`config.mk`:
```
export PLATFORM = sky130hd
export DESIGN_NAME = alu_resp_tx
export DESIGN_NICKNAME = d
export VERILOG_FILES = /design/src/rtl/alu_resp_tx.sv
export SDC_FILE = /design/constraint.sdc
export NUM_CORES = 1
export LEC_CHECK = 0
export ABC_CLOCK_PERIOD_IN_PS = 3100
export CELL_PAD_IN_SITES_DETAIL_PLACEMENT = 2
export CELL_PAD_IN_SITES_GLOBAL_PLACEMENT = 2
export CORE_MARGIN = 5
export CORE_UTILIZATION = 29
export CTS_CLUSTER_DIAMETER = 200
export CTS_CLUSTER_SIZE = 25
export DETAILED_ROUTE_END_ITERATION = 16
export GPL_TIMING_DRIVEN = 0
export PLACE_DENSITY = 0.78
export SYNTH_ARGS = -nofsm -noshare
export SYNTH_HDL_FRONTEND = slang
export SYNTH_SLANG_ARGS = --single-unit
```
`constraint.sdc`:
```
create_clock -name clk -period 3.1 [get_ports clk]
set_clock_uncertainty 0.1 [all_clocks]
set_input_delay 0.93 -clock clk [delete_from_list [all_inputs] [get_ports clk]]
set_output_delay 0.93 -clock clk [all_outputs]
set_load 0.005 [all_outputs]
```
`src/rtl/alu_resp_tx.sv`:
```
`default_nettype none
// +----------------------------------------------------------------------------+
// | Module      : alu_resp_tx                                                  |
// | Description : ALU-side serial response transmitter. Latches a finished    |
// |               result (C, flags) or an error indication, builds the        |
// |               response packet (CRC3 for results, even parity for errors)  |
// |               and shifts it out on sout as 11-bit frames:                 |
// |               start '0', type bit (0 data / 1 ctl), 8 data bits MSB       |
// |               first, stop '1'. The line idles at '1'.                     |
// | Parameters  : BIT_CYCLES - clocks per serial bit (>= 1)                    |
// |               IFG_BITS   - idle bits between frames (IFG builds only)     |
// | Macro       : ALU_RESP_TX_IFG_EN - when defined, IFG_BITS*BIT_CYCLES idle  |
// |               clocks follow every stop bit except the packet's last one.  |
// | Ports       : clk, rst (async, active-high)                                |
// |               req_valid/req_ready   - request handshake                    |
// |               req_err               - 1 = error packet, 0 = result packet  |
// |               req_c, req_flags      - result payload                       |
// |               req_err_flags         - error payload                        |
// |               sout                  - serial output                        |
// |               busy                  - packet in progress (= ~req_ready)    |
// |               done                  - 1-cycle pulse in last stop-bit clock |
// | Revision    : 1.0 - initial release                                        |
// +----------------------------------------------------------------------------+
module alu_resp_tx #(
  parameter int BIT_CYCLES = 1,
  parameter int IFG_BITS   = 2
) (
  input  logic        clk,
  input  logic        rst,
  input  logic        req_valid,
  output logic        req_ready,
  input  logic        req_err,
  input  logic [31:0] req_c,
  input  logic [3:0]  req_flags,
  input  logic [5:0]  req_err_flags,
  output logic        sout,
  output logic        busy,
  output logic        done
);

  localparam int            CW       = (BIT_CYCLES > 1) ? $clog2(BIT_CYCLES) : 1;
  localparam logic [CW-1:0] CYC_LAST = CW'(BIT_CYCLES - 1);

`ifdef ALU_RESP_TX_IFG_EN
  localparam int            IFG_LEN  = IFG_BITS * BIT_CYCLES;
  localparam int            IW       = (IFG_LEN > 1) ? $clog2(IFG_LEN) : 1;
  localparam logic [IW-1:0] IFG_LAST = IW'(IFG_LEN - 1);
`endif

  // Elaboration-time guard against illegal configurations.
  if (BIT_CYCLES < 1 || IFG_BITS < 0) begin : g_bad_param
    $error("alu_resp_tx: BIT_CYCLES must be >= 1 and IFG_BITS >= 0");
  end

  typedef enum logic [2:0] {
    S_IDLE,
    S_START,
    S_TYPE,
    S_DATA,
    S_STOP
`ifdef ALU_RESP_TX_IFG_EN
    , S_IFG
`endif
  } state_t;

  state_t        state;
  state_t        state_nxt;
  logic [CW-1:0] cyc_cnt;
  logic [2:0]    bit_cnt;
  logic [2:0]    frame_cnt;
  logic          is_err;
  logic [31:0]   c_q;
  logic [3:0]    flags_q;
  logic [5:0]    err_flags_q;
`ifdef ALU_RESP_TX_IFG_EN
  logic [IW-1:0] ifg_cnt;
`endif

  logic          accept;
  logic          bit_end;
  logic          last_frame;
  logic [2:0]    crc;
  logic [7:0]    tx_byte;
  logic          type_bit;

  // Serial CRC3, polynomial x^3+x+1, MSB first, zero init, no final XOR.
  function automatic logic [2:0] crc3(input logic [36:0] v);
    logic [2:0] r;
    logic       fb;
    r = 3'b000;
    for (int i = 36; i >= 0; i--) begin
      fb = r[2] ^ v[i];
      r  = {r[1:0], 1'b0} ^ (fb ? 3'b011 : 3'b000);
    end
    return r;
  endfunction

  assign accept     = req_valid && (state == S_IDLE);
  assign bit_end    = (cyc_cnt == CYC_LAST);
  assign last_frame = is_err ? (frame_cnt == 3'd0) : (frame_cnt == 3'd4);
  // Derived from the latched payload, so it is stable for the whole packet.
  assign crc        = crc3({c_q, 1'b0, flags_q});
  assign type_bit   = is_err | (frame_cnt == 3'd4);

  always_comb begin
    tx_byte = 8'h00;
    if (is_err) begin
      // Parity bit chosen so the whole byte carries an even number of ones.
      tx_byte = {1'b1, err_flags_q, ^{1'b1, err_flags_q}};
    end else begin
      case (frame_cnt)
        3'd0:    tx_byte = c_q[31:24];
        3'd1:    tx_byte = c_q[23:16];
        3'd2:    tx_byte = c_q[15:8];
        3'd3:    tx_byte = c_q[7:0];
        default: tx_byte = {1'b0, flags_q, crc};
      endcase
    end
  end

  // State register
  always_ff @(posedge clk or posedge rst) begin
    if (rst) begin
      state <= S_IDLE;
    end else begin
      state <= state_nxt;
    end
  end

  // Next-state and outputs
  always_comb begin
    state_nxt = state;
    sout      = 1'b1;
    done      = 1'b0;
    req_ready = 1'b0;
    case (state)
      S_IDLE: begin
        req_ready = 1'b1;
        if (accept) state_nxt = S_START;
      end
      S_START: begin
        sout = 1'b0;
        if (bit_end) state_nxt = S_TYPE;
      end
      S_TYPE: begin
        sout = type_bit;
        if (bit_end) state_nxt = S_DATA;
      end
      S_DATA: begin
        sout = tx_byte[3'd7 - bit_cnt];
        if (bit_end && (bit_cnt == 3'd7)) state_nxt = S_STOP;
      end
      S_STOP: begin
        if (bit_end) begin
          if (last_frame) begin
            done      = 1'b1;
            state_nxt = S_IDLE;
          end else begin
`ifdef ALU_RESP_TX_IFG_EN
            state_nxt = (IFG_LEN > 0) ? S_IFG : S_START;
`else
            state_nxt = S_START;
`endif
          end
        end
      end
`ifdef ALU_RESP_TX_IFG_EN
      S_IFG: begin
        if (ifg_cnt == IFG_LAST) state_nxt = S_START;
      end
`endif
      default: state_nxt = S_IDLE;
    endcase
  end

  assign busy = ~req_ready;

  // Counters and request latches
  always_ff @(posedge clk or posedge rst) begin
    if (rst) begin
      cyc_cnt     <= '0;
      bit_cnt     <= 3'd0;
      frame_cnt   <= 3'd0;
      is_err      <= 1'b0;
      c_q         <= 32'h0;
      flags_q     <= 4'h0;
      err_flags_q <= 6'h0;
    end else begin
      if (accept) begin
        is_err      <= req_err;
        c_q         <= req_c;
        flags_q     <= req_flags;
        err_flags_q <= req_err_flags;
        frame_cnt   <= 3'd0;
        bit_cnt     <= 3'd0;
      end

      // The cycle counter only runs inside a bit; it rests at zero in
      // IDLE and during the inter-frame gap so every bit starts aligned.
      if (state == S_START || state == S_TYPE || state == S_DATA || state == S_STOP) begin
        cyc_cnt <= bit_end ? '0 : cyc_cnt + 1'b1;
      end else begin
        cyc_cnt <= '0;
      end

      // Wraps 7 -> 0 naturally, ready for the next frame.
      if (state == S_DATA && bit_end) begin
        bit_cnt <= bit_cnt + 3'd1;
      end

      if (state == S_STOP && bit_end && !last_frame) begin
        frame_cnt <= frame_cnt + 3'd1;
      end
    end
  end

`ifdef ALU_RESP_TX_IFG_EN
  always_ff @(posedge clk or posedge rst) begin
    if (rst) begin
      ifg_cnt <= '0;
    end else if (state == S_IFG && ifg_cnt != IFG_LAST) begin
      ifg_cnt <= ifg_cnt + 1'b1;
    end else begin
      ifg_cnt <= '0;
    end
  end
`endif

endmodule
`default_nettype wire
```
==> results of run 1 <==
## cells by family after synthesis
group	count (synthesis)	synth area share, %
mux	3	1.40
flops	52	42.9
compound gates	46	10.2
simple gates	159	20.7
fa+ha+maj	7	2.89
buf+inv	32	4.34
xor+xnor	49	17.5
## synth_stat cells, drive strengths merged
master	instances
nand2	135
dfrtp	52
xnor2	35
o21ai	16
clkbuf	15
inv	13
a21oi	9
a222oi	8
nand3	8
nor2	8
xor2	8
ha	7
xnor3	6
buf	3
a31oi	2
mux2i	2
nand3b	2
nor3	2
o2111ai	2
o221ai	2
a2111oi	1
a211o	1
a211oi	1
a311oi	1
and2	1
and3	1
clkdlybuf4s50	1
mux4	1
nor2b	1
nor3b	1
o211ai	1
o21a	1
o21bai	1
## stage by stage
stage               utilization (%)  power, uW  area [sq um]  TNS, ns  setup slack (ns)
finish                         38.7       5810          3980   -0.757            -0.757
global route                   38.7       6210          3980   -0.957            -0.957
CTS                            38.2       5760          3930   -0.783            -0.783
detailed placement             36.4       5260          3740   -0.902            -0.902
global placement               36.2       5100          3720   -12.74            -0.865
floorplan                         -       4500          3060  -0.0206           -0.0206
## layer usage
metal	vias up	routed length (um)
li1	1261	-
met1	1329	3820
met2	59	4860
met3	14	405
met4	0	211
met5	-	0
## repair_timing
item	in CTS	in global routing
hold endpoints to repair	0	0
buffers inserted	8	3
pin swaps	7	4
gates resized for setup	17	10
endpoints found under the setup margin	4	2
## state kept, by name (all words and copies together), names as in the netlist
name / flops
frame_cnt: 3
is_err: 1
state: 3
flags_q: 4
c_q: 32
bit_cnt: 3
err_flags_q: 6
## worst max-delay path by stage
stage,startpoint,to,slack [ns],cells after the start
after global placement,frame_cnt[2],sout,-0.87,12
after CTS,frame_cnt[1],sout,-0.78,11
after floorplan,frame_cnt[0],sout,-0.02,10
final,frame_cnt[0],sout,-0.76,11
after global routing,frame_cnt[0],sout,-0.96,11
after detailed placement,frame_cnt[0],sout,-0.90,11
## worst reg2reg max path: cells and delay by family, from the launching register on
family	cells	cell delay [ns]
AND/OR/NAND/NOR	4	0.57
buffers and inverters	3	1.04
flip-flops	1	0.50
## cell type report
cell class,count,area [sq um]
Fill cell,1179,6300
Multi-Input combinational cell,264,1700
Sequential cell,52,1300
Timing Repair Buffer,61,592
Tap cell,136,170
Clock buffer,8,90.1
Buffer,15,76.3
Inverter,13,48.8
## power breakdown
part	switching (uW)	total, uW	leakage, uW	internal (uW)
sequential	383	1350	0.000650	963
combinational	1890	4050	0.00112	2170
clock	230	413	0.0000455	183
==> flow_summary_export.csv, run 1 <==
group,metric,value,unit
timing,fmax,259,MHz
setup_path,reg2regPathDepth,7,
detailed_routing,drt-total-wl,9300,um
final_layout,layout_commonest_cell,"nand2_1",
clocking,cts.clk_slew.worst_paths,0.10,ns
global_route,overflow,0,
setup_path,cp-end-kind,"primary output",
global_route,grt.total_usage,15.4,%
final_layout,n_antenna_cell,0,
detailed_routing,drt_drc_violations_left,0,
hold_path,holdPathStages,2,
timing,report.final.hold_viol_count,0,
clocking,numCtsBuffers,5,
floorplan,start_util,29.5,%
timing,layout_min_cycle_time,3.86,ns
global_route,grt_start_max_net_pins,31,
placement,dp_cells,534,
run_status,violations,"negative setup slack",
timing,worst_hold_slack,0.439,ns
floorplan,core_area,0.0103,sq mm
timing,setup_viol,1,
pwr,ir_worst_vdd,0.000864,V
clocking,clock_latency,0.32,ns
synth,yosysSeqAreaShare,42.9,%
setup_path,r2r_end,"err_flags_q[2]",
floorplan,num_rows,37,
synth,synth_area_leader_cell,"dfrtp_1",
synth,synth_fp_nets,401,
hold_path,min_from,"c_q[13]",
clocking,cts_tree,"done",
global_route,grt_pass1_vias,2977,
setup_path,path_cells,"inv_2 > ha_4 > buf_8 > a222oi_1 > o21ai_1 > mux4_2 > o21ai_2 > nand3b_1 > a311oi_2 > a31oi_1 > buf_2",
final_layout,layoutNonFillerInstCount,549,
run,drv_cap,0,
synth,synth_area,0.00303,sq mm
clocking,clock_path_buffers,2,
synth,ys_seq_elements,52,
detailed_routing,dr.pass1.iters,5,
setup_path,slowest_delay,0.49,ns
setup_path,crit_path_max_fanout,5,
global_route,met2_usage,27.0,%
clocking,htree_levels,2,
detailed_routing,routed_via_density,4.85,
final_layout,drive_gt1_share,10.9,%
floorplan,ios,50,
final_layout,layout_common_cells,"nand2_1, dfrtp_1, clkdlybuf4s50_1, xnor2_1, o21ai_0",
synth,yosys_warnings,0,
global_route,grt_pass1_wl,15400,um
final_layout,area_growth,31.3,%
detailed_routing,wire_per_inst,16.9,um
floorplan,die_w,112,um
final_layout,final_nets,465,
placement,gp_congestion,0.817,
detailed_routing,detail-route-antenna-nets,0,
setup_path,critPathArrivalTime,2.83,ns
floorplan,fp.dieArea,0.0126,sq mm
hold_path,hold_path.class,"flip-flop to flip-flop",
synth,synthCells,348,
floorplan,die_y,112,um
clocking,clk_root_buffer_cell,"clkbuf_8",
global_route,antenna_found_initial,0,
timing,fin_crit_sh,124,%
global_route,met1_usage,18.8,%
synth,synthDistinctLibCells,37,
timing,final.setup.worst_slack,-0.757,ns
setup_path,critPathKind,"flip-flop to primary output",
pwr,power_density,1460,mW/mm^2
setup_path,start_kind,"flip-flop",
run_status,outcome,"finished, violations left",
global_route,grt.busiest_layer,"met2",
synth,synthTopCellsByArea,"dfrtp_1, nand2_1, xnor2_1",
setup_path,r2r_slack,0.83,ns
setup_path,cp_num_buf_inv,3,
hold_path,whs_endpoint,"c_q[13]",
synth,syn_area_per_cell,8.71,sq um
detailed_routing,drtIter0Drc,85,
placement,hpwl,7290,um
detailed_routing,via_count,2663,
clocking,hold_buffers,0,
setup_path,cpMaxStageDelayCell,"mux4_2",
clocking,clock_sinks,52,
setup_path,rr_startpoint,"state[0]",
timing,slew_headroom,54.6,%
setup_path,critPathTopFamily,"compound AO/OA/AOI/OAI gates",
timing,tightest_slew,0.681,ns
pwr,leakage,0.00181,uW
synth,yosys.area.top_type_share,42.9,%
timing,slew_viol_final,0,
setup_path,required,2.07,ns
timing,rsz0062_at_grt,"yes",
global_route,gr-usage-met3,2.91,%
placement,port_buffers,49,
Note: power is estimated with default switching activity, not from simulation.
==> run 2, diff against run 1 <==
- CORE_UTILIZATION: 29 -> 34
- DONT_BUFFER_PORTS: not set -> 1
- PLACE_DENSITY: 0.78 -> 0.77
==> flow_summary_export.csv, run 2 (synthesis gave the netlist of run 1 again) <==
group,metric,value,unit
clocking,clock_sinks,52,
timing,tightest_slew,0.612,ns
global_route,antenna_found_initial,0,
floorplan,die_y,104,um
floorplan,core_area,0.00872,sq mm
timing,slew_headroom,59.1,%
clocking,cts_tree,"done",
detailed_routing,routed_via_density,5.22,
final_layout,drive_gt1_share,12.5,%
clocking,clk_root_buffer_cell,"clkbuf_8",
setup_path,cpMaxStageDelayCell,"xnor3_2",
floorplan,ios,50,
final_layout,finalInstanceArea,0.00345,sq mm
floorplan,die_w,104,um
global_route,grt.total_usage,16.9,%
detailed_routing,drtIter0Drc,91,
global_route,grt_start_max_net_pins,28,
placement,postPlaceCellArea,0.00322,sq mm
floorplan,start_util,34.7,%
setup_path,crit_path_max_fanout,4,
detailed_routing,detail-route-antenna-nets,0,
timing,setup_viol,1,
detailed_routing,drt_drc_violations_left,0,
final_layout,final_nets,411,
final_layout,area_growth,13.7,%
setup_path,critPathKind,"flip-flop to primary output",
timing,slew_viol_final,0,
detailed_routing,drt-total-wl,9120,um
final_layout,largest-register,"c_q",
run_status,violations,"negative setup slack",
final_layout,n_antenna_cell,0,
global_route,grt_pass1_wl,14900,um
placement,gp_congestion,0.807,
timing,fmax,273,MHz
floorplan,fp.dieArea,0.0109,sq mm
floorplan,num_rows,34,
setup_path,required,2.07,ns
global_route,overflow,0,
hold_path,hold_path.class,"flip-flop to flip-flop",
run_status,outcome,"finished, violations left",
clocking,clock_path_buffers,2,
timing,fin_tns_setup,-0.566,ns
final_layout,reg_top3,"c_q (32), err_flags_q (6), flags_q (4)",
setup_path,cp-end-kind,"primary output",
timing,layout_min_cycle_time,3.67,ns
final_layout,largest_reg_flops,32,
setup_path,crit_top_cell,"xnor2_2",
setup_path,start_kind,"flip-flop",
run,drv_cap,0,
placement,port_buffers,0,
timing,rsz0062_at_grt,"yes",
final_layout,layoutNonFillerInstCount,467,
detailed_routing,via_count,2439,
timing,final.setup.worst_slack,-0.566,ns
final_layout,layout_common_cells,"nand2_1, dfrtp_1, xnor2_1, clkbuf_1, o21ai_0",
global_route,grt_pass1_vias,2826,
detailed_routing,dr.pass1.iters,4,
final_layout,fillers,970,
clocking,clock_latency,0.30,ns
setup_path,critPathArrivalTime,2.64,ns
clocking,htree_levels,2,
detailed_routing,wire_per_inst,19.5,um
setup_path,slowest_delay,0.48,ns
setup_path,critPathTopFamily,"XOR/XNOR gates",
placement,hpwl,7140,um
clocking,numCtsBuffers,5,
clocking,cts.clk_slew.worst_paths,0.09,ns
setup_path,cp_num_buf_inv,0,
final_layout,layout_commonest_cell,"nand2_1",
timing,report.final.hold_viol_count,0,
final_layout,finish.utilization,39.5,%
placement,dp_cells,457,
setup_path,path_cells,"xnor2_1 > xnor3_2 > xnor2_2 > xnor2_2 > xnor3_1 > xor2_1 > o221ai_1 > a31oi_2",
timing,fin_crit_sh,118,%
## run 2: timing repair
action                                  CTS  global route
hold endpoints to repair                  0             0
buffers inserted                          5             0
hold buffers                              0             0
gates resized for setup                  17             9
pin swaps                                 7            11
endpoints found under the setup margin    1             1
## run 2: area by class of cell
cell class / count / area, sq um / share of cell area [%]
multi-input combinational: 264 / 1720 / 49.9
sequential: 52 / 1300 / 37.8
tap: 108 / 135 / 3.92
clock buffer: 7 / 86.3 / 2.50
buffer: 16 / 86.3 / 2.50
timing repair buffer: 6 / 57.6 / 1.67
inverter: 13 / 48.8 / 1.42
clock inverter: 1 / 7.51 / 0.218
## run 2: metrics by stage
stage	hold WS, ns	setup slack [ns]
after floorplan	0.368	-0.0206
after global placement	0.402	-0.449
after detailed placement	0.428	-0.518
after CTS	0.450	-0.631
after global routing	0.472	-0.701
final	0.444	-0.566
## run 2: worst paths after layout
| check | from | endpoint | slack, ns | depth (start not counted) |
|---|---|---|---|---|
| setup reg to reg | state[0] | c_q[22] | 0.37 | 7 |
| max in group asynchronous | rst | c_q[3] | 1.86 | 2 |
| setup / recovery | c_q[27] | sout | -0.57 | 8 |
| hold / removal | err_flags_q[4] | err_flags_q[4] | 0.44 | 2 |
| min in group asynchronous | rst | frame_cnt[0] | 0.47 | 1 |
| hold reg to reg | err_flags_q[4] | err_flags_q[4] | 0.44 | 2 |
## run 2: routing by layer
metal  GRT usage, %  share of wire [%]  vias up
met2           30.3                 52       38
li1               -                  -     1156
met3           2.98                2.5       10
met1           21.0                 44     1235
met4           3.79                1.3        0
met5              0                  0        -
## run 2: worst register-to-register path, delay by kind of cell (launching register included)
kind,cells,cell delay (ns)
flops,1,0.37
buf+inv,3,1.40
simple gates,4,0.80
Power of run 2 is left out: the tool's default activity adds up to more than one toggle a clock period on the data nets, which glitch-free logic cannot reach.
==> run 3, diff against run 2 <==
- CORE_MARGIN: 5 -> 8
- CORE_UTILIZATION: 34 -> 29
- DONT_BUFFER_PORTS: 1 -> not set
- PLACE_DENSITY: 0.77 -> 0.78
==> flow_summary_export.csv, run 3 (synthesis gave the netlist of run 1 again) <==
group,metric,value,unit
run_status,outcome,"finished, violations left",
run_status,violations,"negative setup slack",
timing,setup_viol,1,
setup_path,reg2regPathDepth,7,
hold_path,hold_path.class,"flip-flop to flip-flop",
final_layout,layout_common_cells,"nand2_1, dfrtp_1, clkdlybuf4s50_1, xnor2_1, o21ai_0",
global_route,antenna_found_initial,0,
detailed_routing,routed_via_density,4.86,
setup_path,worst-path-stages,11,
final_layout,final_nets,460,
hold_path,holdPathStages,2,
setup_path,required,2.07,ns
timing,report.final.hold_viol_count,0,
final_layout,seqCellArea,0.00130,sq mm
run,drv_cap,0,
timing,fmax,259,MHz
setup_path,cp-end-kind,"primary output",
detailed_routing,dr.pass1.iters,5,
detailed_routing,drt_drc_violations_left,0,
global_route,grt_start_max_net_pins,32,
detailed_routing,detail-route-antenna-nets,0,
clocking,htree_levels,2,
floorplan,core_area,0.0102,sq mm
timing,fin_crit_sh,124,%
detailed_routing,via_count,2645,
clocking,cts.clk_slew.worst_paths,0.09,ns
setup_path,critPathKind,"flip-flop to primary output",
placement,dp_slack,-0.884,ns
clocking,clk_root_buffer_cell,"clkbuf_8",
setup_path,cp_num_buf_inv,3,
floorplan,start_util,29.6,%
global_route,overflow,0,
timing,tightest_slew,0.650,ns
detailed_routing,wire_per_inst,17.6,um
final_layout,n_antenna_cell,0,
setup_path,critPathTopFamily,"compound AO/OA/AOI/OAI gates",
placement,port_buffers,49,
floorplan,fp.dieArea,0.0140,sq mm
global_route,grt_pass1_vias,3031,
final_layout,largest-register,"c_q",
clocking,clock_path_buffers,2,
final_layout,drive_gt1_share,9.80,%
timing,slew_viol_final,0,
placement,gp_congestion,0.829,
timing,slew_headroom,56.7,%
final_layout,multi_input_area,0.00168,sq mm
setup_path,path_cells,"inv_2 > ha_4 > buf_8 > a222oi_1 > o21ai_1 > mux4_2 > o21ai_2 > nand3b_1 > a311oi_1 > a31oi_1 > buf_2",
setup_path,crit_path_max_fanout,5,
clocking,numCtsBuffers,5,
setup_path,cpMaxStageDelayCell,"mux4_2",
detailed_routing,drt-total-wl,9570,um
floorplan,ios,50,
clocking,clock_latency,0.30,ns
global_route,grt_pass1_wl,15700,um
placement,hpwl,7440,um
final_layout,layout_commonest_cell,"nand2_1",
timing,rsz0062_at_grt,"yes",
clocking,cts_tree,"done",
setup_path,slowest_delay,0.49,ns
clocking,clock_sinks,52,
floorplan,die_w,118,um
final_layout,reg_top3,"c_q (32), err_flags_q (6), flags_q (4)",
global_route,grt.total_usage,13.8,%
final_layout,fillers,1147,
final_layout,area_growth,29.4,%
setup_path,start_kind,"flip-flop",
setup_path,critPathArrivalTime,2.83,ns
final_layout,largest_reg_flops,32,
floorplan,die_y,118,um
detailed_routing,drtIter0Drc,83,
floorplan,num_rows,37,
timing,layout_min_cycle_time,3.86,ns
timing,final.setup.worst_slack,-0.759,ns
run 3: cell types whose count changed in the layout (fill, tap and decap cells not counted), moves of 2 or more:
cell / change
clkdlybuf4s50_1: +48
dfrtp_1: +2
dfrtp_2: -2
o21ai_0: +2
o21ai_1: -2
xnor2_1: +2
xnor2_2: -2
run 3: cell type report:
type	count	area share, %
sequential	52	33.2
inverter	13	1.24
tap	136	4.34
buffer	15	1.95
multi-input combinational	264	42.9
timing repair buffer	56	14.0
clock buffer	8	2.30
run 3: layer usage:
layer  part of all wire [%]  global-route usage (%)
met1                     43                    16.5
met2                     51                    24.6
met3                    3.3                    2.19
met4                    2.1                    4.40
met5                      0                       0
run 3: worst min-delay path: stages, from the launching register on:
cell	delay [ns]
dfrtp_1	0.39
nand2_1	0.06
nand2_1	0.06
run 3: stage by stage:
step           hold slack (ns)  TNS [ns]  cells  instance area, sq um  util, %
5_1_grt                  0.481    -0.883    544                  3920     38.3
4_1_cts                  0.444    -0.758    544                  3890     38.0
2_1_floorplan            0.368   -0.0206    348                  3060        -
6_report                 0.434    -0.759    544                  3920     38.3
3_5_place_dp             0.417    -0.884    534                  3740     36.6
3_3_place_gp             0.403    -14.42    533                  3720     36.4
run 3: timing repair:
| item | in CTS | in global routing |
|---|---|---|
| pin swaps | 6 | 4 |
| hold endpoints to repair | 0 | 0 |
| hold buffers | 0 | 0 |
| resized for setup | 14 | 9 |
| buffers inserted | 6 | 0 |
| endpoints found under the setup margin | 4 | 2 |
run 3: path summary, 6_finish.rpt:
check                      slack, ns          to          from
setup / recovery               -0.76        sout  frame_cnt[0]
max in group asynchronous       1.49  flags_q[1]           rst
hold reg to reg                 0.43     c_q[16]       c_q[16]
min in group asynchronous       0.87      c_q[6]           rst
hold / removal                  0.43     c_q[16]       c_q[16]
setup reg to reg                0.75      c_q[0]      state[0]
Power of run 3 is left out for the same reason.
